==> src/rtl/spi_slave_pkg.sv <==
// Shared types for the SPI slave front end: FSM state encoding and the
// two-bit command codes carried in frame bits [9:8].
package spi_slave_pkg;

  typedef enum logic [2:0] {
    ST_IDLE      = 3'd0,
    ST_CHK_CMD   = 3'd1,
    ST_WRITE     = 3'd2,
    ST_READ_ADD  = 3'd3,
    ST_READ_DATA = 3'd4
  } state_t;

  localparam logic [1:0] CMD_WR_ADDR = 2'b00;
  localparam logic [1:0] CMD_WR_DATA = 2'b01;
  localparam logic [1:0] CMD_RD_ADDR = 2'b10;
  localparam logic [1:0] CMD_RD_DATA = 2'b11;

endpackage

==> src/rtl/spi_shift_reg.sv <==
// Shift register with parallel load, MSB-first serial in/out and a
// saturating count of bits shifted since the last clear or load.
module spi_shift_reg #(
  parameter int W  = 8,
  parameter int CW = $clog2(W + 1)
) (
  input  logic          i_clk,
  input  logic          i_rst,
  input  logic          i_clr,
  input  logic          i_load,
  input  logic [W-1:0]  i_load_data,
  input  logic          i_shift,
  input  logic          i_sin,
  output logic [W-1:0]  o_data,
  output logic [CW-1:0] o_count
);

  localparam logic [CW-1:0] L_MAX = CW'(W);

  logic [W-1:0]  r_data;
  logic [CW-1:0] r_count;

  // Shift requests are ignored once W bits are in, so the count never wraps.
  always_ff @(posedge i_clk) begin
    if (i_rst || i_clr) begin
      r_data  <= '0;
      r_count <= '0;
    end else if (i_load) begin
      r_data  <= i_load_data;
      r_count <= '0;
    end else if (i_shift && (r_count < L_MAX)) begin
      r_data  <= {r_data[W-2:0], i_sin};
      r_count <= r_count + CW'(1);
    end
  end

  assign o_data  = r_data;
  assign o_count = r_count;

endmodule

==> src/rtl/spi_slave_if.sv <==
// SPI slave front end: assembles 10-bit command frames from MOSI for the RAM
// and returns one byte of RAM read data on MISO after a read-data command.
module spi_slave_if
  import spi_slave_pkg::*;
#(
  parameter int FRAME_W = 10,
  parameter int DATA_W  = 8
) (
  input  logic               clk,
  input  logic               rst,
  input  logic               SS_n,
  input  logic               MOSI,
  output logic               MISO,
  output logic [FRAME_W-1:0] rx_data,
  output logic               rx_valid,
  input  logic [DATA_W-1:0]  tx_data,
  input  logic               tx_valid
);

  localparam int RXCW = $clog2(FRAME_W + 1);
  localparam int TXCW = $clog2(DATA_W + 1);
  localparam logic [RXCW-1:0] L_RX_FULL = RXCW'(FRAME_W);
  localparam logic [RXCW-1:0] L_RX_LAST = RXCW'(FRAME_W - 1);
  localparam logic [TXCW-1:0] L_TX_FULL = TXCW'(DATA_W);

  state_t r_state;
  state_t w_next;

  logic [FRAME_W-1:0] r_rx_data;
  logic               r_rx_valid;
  logic               r_miso;
  logic               r_rd_addr_seen;
  logic               r_tx_active;
  logic               r_tx_done;

  logic [FRAME_W-1:0] w_rx_par;
  logic [RXCW-1:0]    w_rx_count;
  logic [DATA_W-1:0]  w_tx_par;
  logic [TXCW-1:0]    w_tx_count;

  logic w_framed;
  logic w_rx_shift;
  logic w_rx_last;
  logic w_tx_load;
  logic w_tx_shift;
  logic w_tx_finish;
  logic w_unused;

  always_ff @(posedge clk) begin
    if (rst) r_state <= ST_IDLE;
    else     r_state <= w_next;
  end

  always_comb begin
    w_next = r_state;
    case (r_state)
      ST_IDLE:    if (!SS_n) w_next = ST_CHK_CMD;
      ST_CHK_CMD: begin
        if (SS_n)                w_next = ST_IDLE;
        else if (!MOSI)          w_next = ST_WRITE;
        else if (r_rd_addr_seen) w_next = ST_READ_DATA;
        else                     w_next = ST_READ_ADD;
      end
      ST_WRITE, ST_READ_ADD, ST_READ_DATA: if (SS_n) w_next = ST_IDLE;
      default:    w_next = ST_IDLE;
    endcase
  end

  // Frame bit 9 is taken in CHK_CMD, the rest in the command state that follows.
  always_comb begin
    w_framed    = 1'b0;
    w_rx_shift  = 1'b0;
    w_rx_last   = 1'b0;
    w_tx_load   = 1'b0;
    w_tx_shift  = 1'b0;
    w_tx_finish = 1'b0;
    if (!SS_n && (r_state != ST_IDLE)) begin
      w_framed    = 1'b1;
      w_rx_shift  = (w_rx_count < L_RX_FULL);
      w_rx_last   = (w_rx_count == L_RX_LAST);
      w_tx_load   = (r_state == ST_READ_DATA) && (w_rx_count == L_RX_FULL) &&
                    !r_tx_done && tx_valid;
      w_tx_shift  = r_tx_active && (w_tx_count < L_TX_FULL);
      w_tx_finish = r_tx_active && (w_tx_count == L_TX_FULL);
    end
  end

  spi_shift_reg #(.W(FRAME_W)) u_rx_sr (
    .i_clk       (clk),
    .i_rst       (rst),
    .i_clr       (!w_framed),
    .i_load      (1'b0),
    .i_load_data ('0),
    .i_shift     (w_rx_shift),
    .i_sin       (MOSI),
    .o_data      (w_rx_par),
    .o_count     (w_rx_count)
  );

  spi_shift_reg #(.W(DATA_W)) u_tx_sr (
    .i_clk       (clk),
    .i_rst       (rst),
    .i_clr       (!w_framed),
    .i_load      (w_tx_load),
    .i_load_data (tx_data),
    .i_shift     (w_tx_shift),
    .i_sin       (1'b0),
    .o_data      (w_tx_par),
    .o_count     (w_tx_count)
  );

  // The shift register MSB only matters as history; the frame is captured
  // together with the 10th bit so rx_valid appears the very next cycle.
  assign w_unused = ^{w_rx_par[FRAME_W-1], w_tx_par[DATA_W-2:0]};

  always_ff @(posedge clk) begin
    if (rst) begin
      r_rx_data      <= '0;
      r_rx_valid     <= 1'b0;
      r_miso         <= 1'b0;
      r_rd_addr_seen <= 1'b0;
      r_tx_active    <= 1'b0;
      r_tx_done      <= 1'b0;
    end else begin
      r_rx_valid <= w_rx_shift && w_rx_last;
      if (w_rx_shift && w_rx_last)
        r_rx_data <= {w_rx_par[FRAME_W-2:0], MOSI};

      if (w_rx_shift && w_rx_last && (r_state == ST_READ_ADD))
        r_rd_addr_seen <= 1'b1;
      else if (w_tx_finish)
        r_rd_addr_seen <= 1'b0;

      if (!w_framed) begin
        r_tx_active <= 1'b0;
        r_tx_done   <= 1'b0;
        r_miso      <= 1'b0;
      end else if (w_tx_load) begin
        r_tx_active <= 1'b1;
        r_tx_done   <= 1'b1;
      end else if (w_tx_shift) begin
        r_miso <= w_tx_par[DATA_W-1];
      end else if (w_tx_finish) begin
        r_miso      <= 1'b0;
        r_tx_active <= 1'b0;
      end
    end
  end

  assign MISO     = r_miso;
  assign rx_data  = r_rx_data;
  assign rx_valid = r_rx_valid;

endmodule

==> config.mk <==
export PLATFORM = sky130hd
export DESIGN_NAME = spi_slave_if
export DESIGN_NICKNAME = d
export VERILOG_FILES = /design/src/rtl/spi_slave_pkg.sv /design/src/rtl/spi_shift_reg.sv /design/src/rtl/spi_slave_if.sv
export SDC_FILE = /design/constraint.sdc
export NUM_CORES = 1
export LEC_CHECK = 0
export ABC_AREA = 0
export CAP_MARGIN = 15
export CORE_MARGIN = 8
export CORE_UTILIZATION = 25
export CTS_CLUSTER_DIAMETER = 40
export DETAILED_ROUTE_END_ITERATION = 16
export PLACE_DENSITY = 0.49
export SLEW_MARGIN = 25
export SYNTH_ARGS = -nofsm -noshare
export SYNTH_HDL_FRONTEND = slang
export SYNTH_SLANG_ARGS = --single-unit
==> constraint.sdc <==
create_clock -name clk -period 2 [get_ports clk]
set_clock_uncertainty 0.05 [all_clocks]
set_input_delay 0.6 -clock clk [delete_from_list [all_inputs] [get_ports clk]]
set_output_delay 0.6 -clock clk [all_outputs]
set_load 0.01 [all_outputs]
==> results.py <==
metrics = {
    "outcome": {
        "outcome": "finished clean",
    },
    "timing": {
        "fmax_mhz": 528,
        "worst_pin_slew_ns": 0.399,
        "grt_setup_unrepaired": "no",
        "slew_headroom_pct": 73.3,
        "drv_slew": 0,
        "min_period_ns": 1.89,
        "fin_crit_sh_pct": 94.7,
        "setup_viol": 0,
        "hold_viol": 0,
    },
    "worst_setup_path": {
        "cp_top_family": "buffers and inverters",
        "required_ns": 2.13,
        "cpMaxStageDelayCell": "clkdlybuf4s50_1",
        "crit_chain": "clkdlybuf4s50_1, buf_4, nor4_4, buf_12, mux2i_1, nor2_1",
        "path_class": "in -> reg",
        "crit_path_end_kind": "flip-flop",
        "cp_max_fo": 12,
        "ff2ff_path_depth": 6,
        "critPathBufInv": 3,
        "r2r_end": "u_tx_sr.o_data[2]",
        "max_stage_delay_ns": 0.47,
        "cp-start-kind": "input port",
        "regToRegSetupSlack_ns": 0.38,
        "timing.rr.start": "u_rx_sr.o_count[1]",
        "arrival_ns": 2.03,
    },
    "routing": {
        "routed_wl_mm": 3.91,
        "first_pass_iters": 4,
        "wl_per_cell_um": 11.8,
        "avgViaCountPerCell": 4.27,
        "vias": 1413,
        "drt_iter0_markers": 67,
        "drtAntennaViolNets": 0,
        "drc_errors": 0,
    },
    "yosys": {
        "synth-compound-area-share_pct": 11.6,
        "syn_avg_cell_area_um2": 9.34,
        "syn-num-nets": 211,
        "syn_area_um2": 1800,
        "synth_flop_cell": "dfxtp_1",
        "synth_edf_count": 0,
        "ys_seq_area_share_pct": 47.8,
        "synth_top_family_by_area": "simple AND/OR/NAND/NOR gates",
        "synthMuxAreaShare_pct": 10.0,
        "synth_fa_ha_area_share_pct": 3.47,
        "yosys.area_share.simple_pct": 21.3,
        "yosys.area_share.xor_xnor_pct": 1.46,
        "synth_cell_types": 37,
        "ys_async_sr_fraction_pct": 0,
        "synthCells": 193,
        "yosys_warnings": 0,
        "ys_ff_latch": 43,
    },
    "grt": {
        "antenna_found_initial": 0,
        "gr-total-overflow": 0,
        "grt_usage_pct": 8.20,
        "grt_max_degree": 16,
        "grt_pass1_vias": 1387,
        "grt_pass1_wl_mm": 6.65,
    },
    "placement": {
        "portBuffers": 24,
        "gp_congestion": 0.720,
        "place_hpwl_mm": 2.85,
    },
    "die": {
        "die_y_um": 101,
        "num_rows": 31,
        "ios": 25,
        "start_util_pct": 25.4,
        "dieArea_um2": 10200,
        "core_um2": 7100,
        "die_w_um": 101,
    },
    "cts": {
        "path_clk_slew_ns": 0.08,
        "cts_hold_buf": 0,
        "post_cts_buffers": 0,
        "cts_buffer_depth": 2,
        "cts_tree": "yes",
        "cts-root-buf": "clkbuf_8",
        "cts_max_level": 2,
        "numCtsBuffers": 5,
        "cts_sinks": 43,
        "cts_resized": 0,
        "insertion_delay_ns": 0.29,
    },
    "final_layout": {
        "final_core_util_pct": 33.2,
        "drive_above_1_share_pct": 12.9,
        "diodes": 0,
        "area_growth_pct": 30.7,
        "nNetsFinal": 249,
    },
    "min_path": {
        "hold_start": "r_tx_done",
        "min_path_cells": 2,
        "hp-class": "reg -> reg",
        "holdPathEnd": "r_tx_done",
    },
    "power_and_ir_drop": {
        "power_mw": 1.60,
        "total_leakage_power_nw": 0.848,
        "vdd_drop_max_uv": 319,
        "power_density_nw_per_um2": 679,
    },
    "flow_run": {
        "maxCapViolCount": 0,
    },
}
## worst min-delay path: cells and delay by family (launching register included)
kind,cells,cell delay (ns)
DFF,1,0.32
buffers and inverters,1,0.05
AOI/OAI and AO/OA,1,0.05
## synth_stat cells, types with 2 or more instances
| master | n | area [µm²] |
|---|---|---|
| dfxtp_1 | 43 | 861 |
| nor2_1 | 24 | 90.1 |
| nand2_1 | 22 | 82.6 |
| a21oi_1 | 21 | 105 |
| mux2i_1 | 18 | 180 |
| inv_1 | 8 | 30.0 |
| o21ai_0 | 8 | 40.0 |
| ha_1 | 5 | 62.6 |
| a211oi_1 | 3 | 22.5 |
| buf_2 | 3 | 15.0 |
| clkbuf_1 | 3 | 11.3 |
| xnor2_1 | 3 | 26.3 |
| buf_6 | 2 | 22.5 |
| nand2b_1 | 2 | 12.5 |
| nand3_1 | 2 | 10.0 |
| nor2b_1 | 2 | 12.5 |
| nor3_1 | 2 | 10.0 |
| nor4b_1 | 2 | 17.5 |
| or3_1 | 2 | 12.5 |
## where the power goes
group / internal [mW] / total [mW] / switching (mW)
logic: 0.0356 / 0.0682 / 0.0326
clock network: 0.372 / 0.668 / 0.296
registers: 0.858 / 0.863 / 0.00504
total: 1.27 / 1.60 / 0.334
## worst max path at each step
stage / start / endpoint / slack [ns] / depth (start not counted)
floorplan: SS_n / r_rd_addr_seen / 0.36 / 4
global placement: SS_n / u_tx_sr.o_data[2] / -0.19 / 6
detailed placement: SS_n / rx_data[4] / -0.22 / 6
CTS: SS_n / rx_data[2] / 0.09 / 6
global route: SS_n / u_tx_sr.o_data[7] / 0.008 / 6
finish: SS_n / rx_data[2] / 0.11 / 6
## sequential cells by signal, summed over array words and instances, names as in the netlist
register and cells:
MISO 1, r_rd_addr_seen 1, r_state 3, r_tx_active 1
r_tx_done 1, rx_data 10, rx_valid 1, u_rx_sr.o_count 4
u_rx_sr.o_data 9, u_tx_sr.o_count 4, u_tx_sr.o_data 8
## layer usage
| metal | GRT usage, % | part of all wire [%] |
|---|---|---|
| met1 | 10.2 | 48 |
| met2 | 12.5 | 44 |
| met3 | 3.38 | 6.4 |
| met4 | 2.41 | 0.92 |
| met5 | 0 | 0 |
## cell usage in the layout (no fill, tap or decap), types with 8 or more instances in the layout
cell / instances
dfxtp_1: 43
nor2_1: 24
clkdlybuf4s50_1: 24
nand2_1: 22
a21oi_1: 21
mux2i_1: 18
buf_4: 14
inv_1: 8
o21ai_0: 8
## area by class of cell
| class | count | area [µm²] |
|---|---|---|
| inverter | 8 | 30.0 |
| timing repair buffer | 39 | 365 |
| clock inverter | 3 | 43.8 |
| fill | 745 | 4740 |
| multi-input combinational | 134 | 862 |
| clock buffer | 5 | 68.8 |
| tap | 99 | 124 |
| sequential | 43 | 861 |
## stage by stage
step	TNS (ns)	cell area, µm²	hold WS [ns]	setup WS, ns	std cells
3_3_place_gp	-5.62	2240	0.390	-0.187	323
6_report	0	2350	0.407	0.106	331
4_1_cts	0	2350	0.415	0.0923	331
2_1_floorplan	0	1800	0.371	0.363	193
5_1_grt	0	2350	0.434	0.00756	331
3_5_place_dp	-7.13	2240	0.398	-0.223	323
## logic make-up after synthesis
group / Yosys count
AOI/OAI and AO/OA: 37
xor gates and xnor gates: 3
adders and majority gates: 5
buffers and inverters: 16
DFF: 43
muxes: 18
and+or+nand+nor: 71
(Power assumes the default switching activity.)
